## src/rtl/serial_bit_sequence_encoder.sv

```systemverilog
// rtl/serial_bit_sequence_encoder.sv - framed serial encoder: preamble, payload, even parity
//
// Purpose: serialises one DATA_WIDTH payload per accepted load as
//          PREAMBLE (MSB first), payload (MSB first), even-parity bit.
// Ports:
//   clk      in   clock, rising edge
//   n_reset  in   asynchronous active-low reset
//   data_in  in   payload word, captured on an accepted load
//   load     in   frame request, accepted only while ready=1
//   ready    out  1 when a load will be accepted (IDLE)
//   out_bit  out  registered serial bit stream
//   busy     out  1 while a frame is on out_bit
//   done     out  one-cycle pulse in the first IDLE clock after parity
module serial_bit_sequence_encoder #(
    parameter int                      DATA_WIDTH   = 8,
    parameter int                      PREAMBLE_LEN = 4,
    parameter logic [PREAMBLE_LEN-1:0] PREAMBLE     = 4'b1110
) (
    input  logic                  clk,
    input  logic                  n_reset,
    input  logic [DATA_WIDTH-1:0] data_in,
    input  logic                  load,
    output logic                  ready,
    output logic                  out_bit,
    output logic                  busy,
    output logic                  done
);

    localparam int CNT_MAX = (PREAMBLE_LEN > DATA_WIDTH) ? PREAMBLE_LEN : DATA_WIDTH;
    localparam int CW      = (CNT_MAX > 1) ? $clog2(CNT_MAX) : 1;

    typedef enum logic [1:0] {
        ST_IDLE     = 2'd0,
        ST_PREAMBLE = 2'd1,
        ST_DATA     = 2'd2,
        ST_PARITY   = 2'd3
    } state_t;

    state_t                  r_state;
    logic [CW-1:0]           r_cnt;
    logic [DATA_WIDTH-1:0]   r_shift;
    logic [PREAMBLE_LEN-1:0] r_pre;
    logic                    r_parity;
    logic                    r_out_bit;
    logic                    r_busy;
    logic                    r_ready;
    logic                    r_done;

    // Each state emits its first bit on the edge that enters it, so the
    // counter records how many bits of the current state have already been
    // shown; the last bit is on the wire when r_cnt reaches LEN-1.
    always_ff @(posedge clk or negedge n_reset) begin
        if (!n_reset) begin
            r_state   <= ST_IDLE;
            r_cnt     <= '0;
            r_shift   <= '0;
            r_pre     <= '0;
            r_parity  <= 1'b0;
            r_out_bit <= 1'b0;
            r_busy    <= 1'b0;
            r_ready   <= 1'b1;
            r_done    <= 1'b0;
        end else begin
            case (r_state)
                ST_IDLE: begin
                    r_done    <= 1'b0;
                    r_out_bit <= 1'b0;
                    if (load) begin
                        // First preamble bit goes out on the accepting edge.
                        r_state   <= ST_PREAMBLE;
                        r_ready   <= 1'b0;
                        r_busy    <= 1'b1;
                        r_out_bit <= PREAMBLE[PREAMBLE_LEN-1];
                        r_pre     <= PREAMBLE << 1;
                        r_shift   <= data_in;
                        r_parity  <= ^data_in;
                        r_cnt     <= '0;
                    end
                end
                ST_PREAMBLE: begin
                    if (r_cnt == CW'(PREAMBLE_LEN - 1)) begin
                        r_state   <= ST_DATA;
                        r_out_bit <= r_shift[DATA_WIDTH-1];
                        r_shift   <= r_shift << 1;
                        r_cnt     <= '0;
                    end else begin
                        r_out_bit <= r_pre[PREAMBLE_LEN-1];
                        r_pre     <= r_pre << 1;
                        r_cnt     <= r_cnt + CW'(1);
                    end
                end
                ST_DATA: begin
                    if (r_cnt == CW'(DATA_WIDTH - 1)) begin
                        r_state   <= ST_PARITY;
                        r_out_bit <= r_parity;
                        r_cnt     <= '0;
                    end else begin
                        r_out_bit <= r_shift[DATA_WIDTH-1];
                        r_shift   <= r_shift << 1;
                        r_cnt     <= r_cnt + CW'(1);
                    end
                end
                ST_PARITY: begin
                    r_state   <= ST_IDLE;
                    r_out_bit <= 1'b0;
                    r_busy    <= 1'b0;
                    r_ready   <= 1'b1;
                    r_done    <= 1'b1;
                    r_cnt     <= '0;
                end
                default: begin
                    r_state   <= ST_IDLE;
                    r_out_bit <= 1'b0;
                    r_busy    <= 1'b0;
                    r_ready   <= 1'b1;
                    r_done    <= 1'b0;
                    r_cnt     <= '0;
                end
            endcase
        end
    end

    assign out_bit = r_out_bit;
    assign busy    = r_busy;
    assign ready   = r_ready;
    assign done    = r_done;

endmodule
```

## config.mk

```make
export PLATFORM = sky130hd
export DESIGN_NAME = serial_bit_sequence_encoder
export DESIGN_NICKNAME = d
export VERILOG_FILES = /design/src/rtl/serial_bit_sequence_encoder.sv
export SDC_FILE = /design/constraint.sdc
export NUM_CORES = 1
export LEC_CHECK = 0
export BUFFER_PORTS_ARGS = -buffer_cell sky130_fd_sc_hd__buf_4
export CORE_UTILIZATION = 59
export CTS_BUF_LIST = sky130_fd_sc_hd__clkbuf_4 sky130_fd_sc_hd__clkbuf_8
export CTS_CLUSTER_DIAMETER = 40
export CTS_CLUSTER_SIZE = 25
export DETAILED_ROUTE_END_ITERATION = 7
export GPL_TIMING_DRIVEN = 1
export PLACE_DENSITY = 0.84
export REMOVE_ABC_BUFFERS = 1
export SLEW_MARGIN = 0
export SYNTH_ARGS = -nofsm -noshare
export SYNTH_HDL_FRONTEND = slang
export SYNTH_SLANG_ARGS = --single-unit
```

## constraint.sdc

```tcl
create_clock -name clk -period 2.05 [get_ports clk]
set_input_delay 0.205 -clock clk [delete_from_list [all_inputs] [get_ports clk]]
set_output_delay 0.205 -clock clk [all_outputs]
set_load 0.05 [all_outputs]
```

; After elaboration in Yosys (flattened, before gate mapping)
; Index checks and enable logic that the tools add are counted.
[word_totals]
register_bits = 22
latch_bits = 0
ram_bits = 0
rom_bits = 0
inputBits = 11
out_inout_bits = 4
n_memories = 0
[op_classes]
add_sub_neg = 1
n_mul = 0
n_div = 0
magnitude_cmp = 0
eq_ne = 10
shift = 0
mux = 24
n_bitwise = 0
reduce_logical = 10
[op_table]
columns = cell, n
row1 = 8-bit two-way mux, 3
row2 = 8-bit one-hot mux with 3 select lines, 1
row3 = 3-bit one-hot mux with 4 select lines, 1
row4 = 2-bit != test (second input constant), 5
row5 = 3-bit two-way mux, 3
row6 = 4-bit two-way mux, 2
row7 = 2-bit one-hot mux with 4 select lines, 1
row8 = 4-bit one-hot mux with 2 select lines, 1
row9 = 8-bit parity, 1
row10 = 2-bit two-way mux, 3
row11 = 1-bit one-hot mux with 2 select lines, 3
row12 = 3-bit AND reduction, 2
row13 = 1-bit two-way mux, 5
row14 = 2-bit equality test (second input constant), 2
row15 = 1-bit one-hot mux with 4 select lines, 1
row16 = 2-bit AND reduction, 2
row17 = 4-bit AND reduction, 1
row18 = 2-bit nonzero test, 2
row19 = 3-bit by 1-bit adder with 3-bit output (second input constant), 1
row20 = 3-bit by 2-bit equality test with 1-bit output (second input constant), 1
row21 = 3-bit equality test (second input constant), 1
row22 = 3-bit nonzero test, 1
row23 = 2-bit by 1-bit equality test with 1-bit output (second input constant), 1
row24 = 2-bit logical NOT, 1

; Longest topological paths before layout
[logic_depth]
ltp_word = 3
ltp_mapped = 8

; Worst setup path after synthesis
; OpenSTA, ideal clock, no wires.
[synth_path]
kind = flip-flop to flip-flop
from = reg r_state[0]
to = reg r_shift[4]
setup_ps = 73
arrival_ps = 1707
required_time_ps = 1977
path_slack_ps = 270
stages_incl_launch_ff = 9
cell_sequence = dfrtp_1 -> inv_1 -> ha_1 -> clkbuf_1 -> nor2b_1 -> a2111oi_4 -> buf_6 -> nor2_1 -> a21oi_2
[synth_between]
elab_chain_len = 3
word_cells_on_any_way = 9
cone_classes = 5 x eq/ne / 1 x mux / 3 x reduce/logical
[synth_rtl]
columns = item, line
row1 = from (decl), 39  ; state_t r_state;
row2 = from (signal assigned), 54  ; r_state <= ST_IDLE;
row3 = from (signal assigned), 70  ; r_state <= ST_PREAMBLE;
row4 = from (signal assigned), 82  ; r_state <= ST_DATA;
row5 = 2-bit equality test (tied with other cells), 64  ; case (r_state)
row6 = 2-bit != test (no source line) or 3-bit nonzero test (tied branches), n/a
row7 = 4-bit AND reduction (no source line), n/a
row8 = to (signal assigned), 75  ; r_shift <= data_in;
row9 = to (signal assigned), 84  ; r_shift <= r_shift << 1;
row10 = to (signal assigned), 99  ; r_shift <= r_shift << 1;
row11 = to (decl), 41  ; logic [DATA_WIDTH-1:0] r_shift;
; Several ways; a longest one is shown, not always the timed one.
; A chain may end at the register's enable or synchronous reset.

; Worst setup path in the final report
[layout_path]
from = reg r_state[0]
to = reg r_shift[1]
; The elaborated chain is that of the path after synthesis.

==> results.toml <==
[route]
vias_per_cell = 5.54
routedWlPerCell_um = 13.1
dr.pass1.iters = 4
wirelength_met1_um = 987
drt_wl_total_mm = 2.16
drc = 0
num_vias = 908
routed.top_layer = "met4"
wl_met3_um = 54
drtIter0Drc = 15
wl_met2_mm = 1.03
ant_nets = 0

[cells_and_area]
final_cells = 164
multi_input_area_sq_um = 612
syn2layout_area_growth_pct = 13.6
diodes = 0
layout.nets = 159
seq_area_sq_um = 502
nFillCells = 146
drive_gt1_share_pct = 19.4
stdcell_area_sq_mm = 0.00134

[pwr]
power_leakage_uw = 0.000616
power.density_mw_per_mm2 = 1610
ir_worst_vdd_mv = 1.10

[grt]
overflow = 0
grt_pass1_vias = 821
grt_pass1_wl_mm = 3.58
grtUsageTotal_pct = 23.8
antenna_found_initial = 0
grt_max_degree = 21

[clock_network]
htree_levels = 1
cts_tree = "done"
clockBufferDepth = 2
clockRootBuffer = "clkbuf_4"
cts_sinks = 20
cts.clk_slew.worst_paths_ns = 0.11
numCtsBuffers = 3
clock_latency_ns = 0.32

[worst_setup_path]
path_class = "flip-flop to flip-flop"
worst_setup_path_end_kind = "flip-flop"
cp_cell_sequence = "inv_1, ha_1, and3_2, a2111oi_4, buf_4, nor2_1, a21oi_1"
crit_required_ns = 2.29
critPathArrivalTime_ns = 2.10
cp_slowest_cell = "dfrtp_1"
slowest_delay_ns = 0.43
start_kind = "flip-flop"
path_max_fanout = 16

[yosys]
synth_cells = 123
ys_seq_area_share_pct = 42.6
avgSynthCellArea_sq_um = 9.58
async_flop_share_pct = 100
synth_edf_count = 0
ys_types = 27
synth_area_sq_mm = 0.00118
yosysWarningCount = 0
ys_seq_elements = 20
ys.flop_type = "dfrtp_1"

[timing]
setup_tns_ns = 0
worst_slew_pin_slew_ns = 0.451
slew_headroom_pct = 69.9
finClkSkew_ns = 0.0122
post-route-period-util_pct = 90.7
setup_viol = 0
period_needed_ns = 1.86
rsz0062_at_grt = "no"
slew_violations = 0
holdWs_ns = 0.123
hold_violations = 0
fmax_mhz = 538

[run]
maxCapViolCount = 0

[floorplan]
die_w_um = 46.7
die_area_sq_mm = 0.00218
dieHeight_um = 46.7
coreArea_sq_mm = 0.00180
rows = 15
start_util_pct = 65.4
num_io_pins = 15

[worst_hold_path]
hold_path.class = "input pin to flip-flop"

[placement]
gp_congestion = 0.812
hpwl_mm = 1.61
dp_cells = 159
dpl_cell_area_sq_mm = 0.00130
io_buffers = 14

[outcome]
status = "finished clean"
## cell usage in the layout (no fill, tap or decap), types with 2 or more instances in the layout
cell type  count
nand2_1       13
a211oi_1       2
ha_1           8
a31oi_1        4
mux2i_1        8
nor2_1        14
a21oi_1        9
buf_4         17
clkbuf_4       4
a21oi_2        2
dfrtp_1       19
inv_1          7
nor2b_1        3
xnor2_1        7
nand3_1        2
o21ai_0        9
## worst paths after layout
path | startpoint | end | slack, ns | cells after the start
max | r_state[0] | r_shift[1] | 0.19 | 7
min | load | r_parity | 0.12 | 2
max reg2reg | r_state[0] | r_shift[1] | 0.19 | 7
min reg2reg | ready | ready | 0.51 | 2
max in group asynchronous | n_reset | ready | 1.48 | 2
min in group asynchronous | n_reset | r_cnt[2] | 0.28 | 2
## per-stage QoR
stage	setup slack, ns	utilization, %	power, uW
final	0.191	74.3	2160
after global routing	0.0895	74.3	2310
after CTS	0.211	74.3	2160
after detailed placement	0.227	72.1	1950
after global placement	0.309	72.1	1880
after floorplan	0.142	-	1620
## sequential cells by signal, indices dropped and copies added (netlist names)
name      flops
busy          1
done          1
out_bit       1
r_cnt         3
r_parity      1
r_pre         2
r_shift       8
r_state       2
ready         1
## layer usage
layer / vias to the layer above / global-route usage, %
met5: - / 0
met4: 0 / 13.1
met1: 430 / 28.7
met3: 9 / 3.53
li1: 451 / -
met2: 18 / 40.0
## where the power goes
group,internal (uW),switching (uW)
combinational,514,721
sequential,587,122
clock,89.4,128
total,1190,970
## synthesized netlist by cell type, drive strengths merged (2+ instances only)
master  number  area (sq um)
nor2        14          52.6
mux2i        8          80.1
o21ai        9          45.0
nand3        2          10.0
nand2       13          48.8
nor2b        3          18.8
a21oi       11          62.6
dfrtp       19           475
a31oi        4          25.0
xnor2        7          61.3
inv          7          26.3
buf          3          27.5
a211oi       2          15.0
ha           8           100
clkbuf       3          11.3
## cells by family (layout without fill, tap and decap cells)
kind of cell    Yosys count  after routing  synth area share [%]
compound gates           30             30                  17.0
buf+inv                  13             29                  5.52
mux                       9              9                  7.75
flops                    20             20                  42.6
simple gates             36             36                  13.5
xor+xnor                  7              7                  5.20
fa+ha+maj                 8              8                  8.49
## area by class of cell
| cell class | instances | share of cell area, % |
|---|---|---|
| inverters | 7 | 1.96 |
| well taps | 25 | 2.34 |
| flip-flops and latches | 20 | 37.5 |
| clock buffers | 4 | 2.24 |
| repair buffers | 18 | 10.3 |
| multi-input cells | 90 | 45.7 |
## critical path, delay by kind of cell (launching register included)
family / cells / cell delay, ns
buf+inv: 2 / 0.36
compound gates: 2 / 0.43
fa+ha+maj: 1 / 0.27
flops: 1 / 0.43
simple gates: 2 / 0.29
## timing repair
item,CTS,global route
hold buffers,1,0
hold endpoints to repair,19,0
gates resized for setup,0,0
setup buffers,0,0
(Power assumes the default switching activity.)
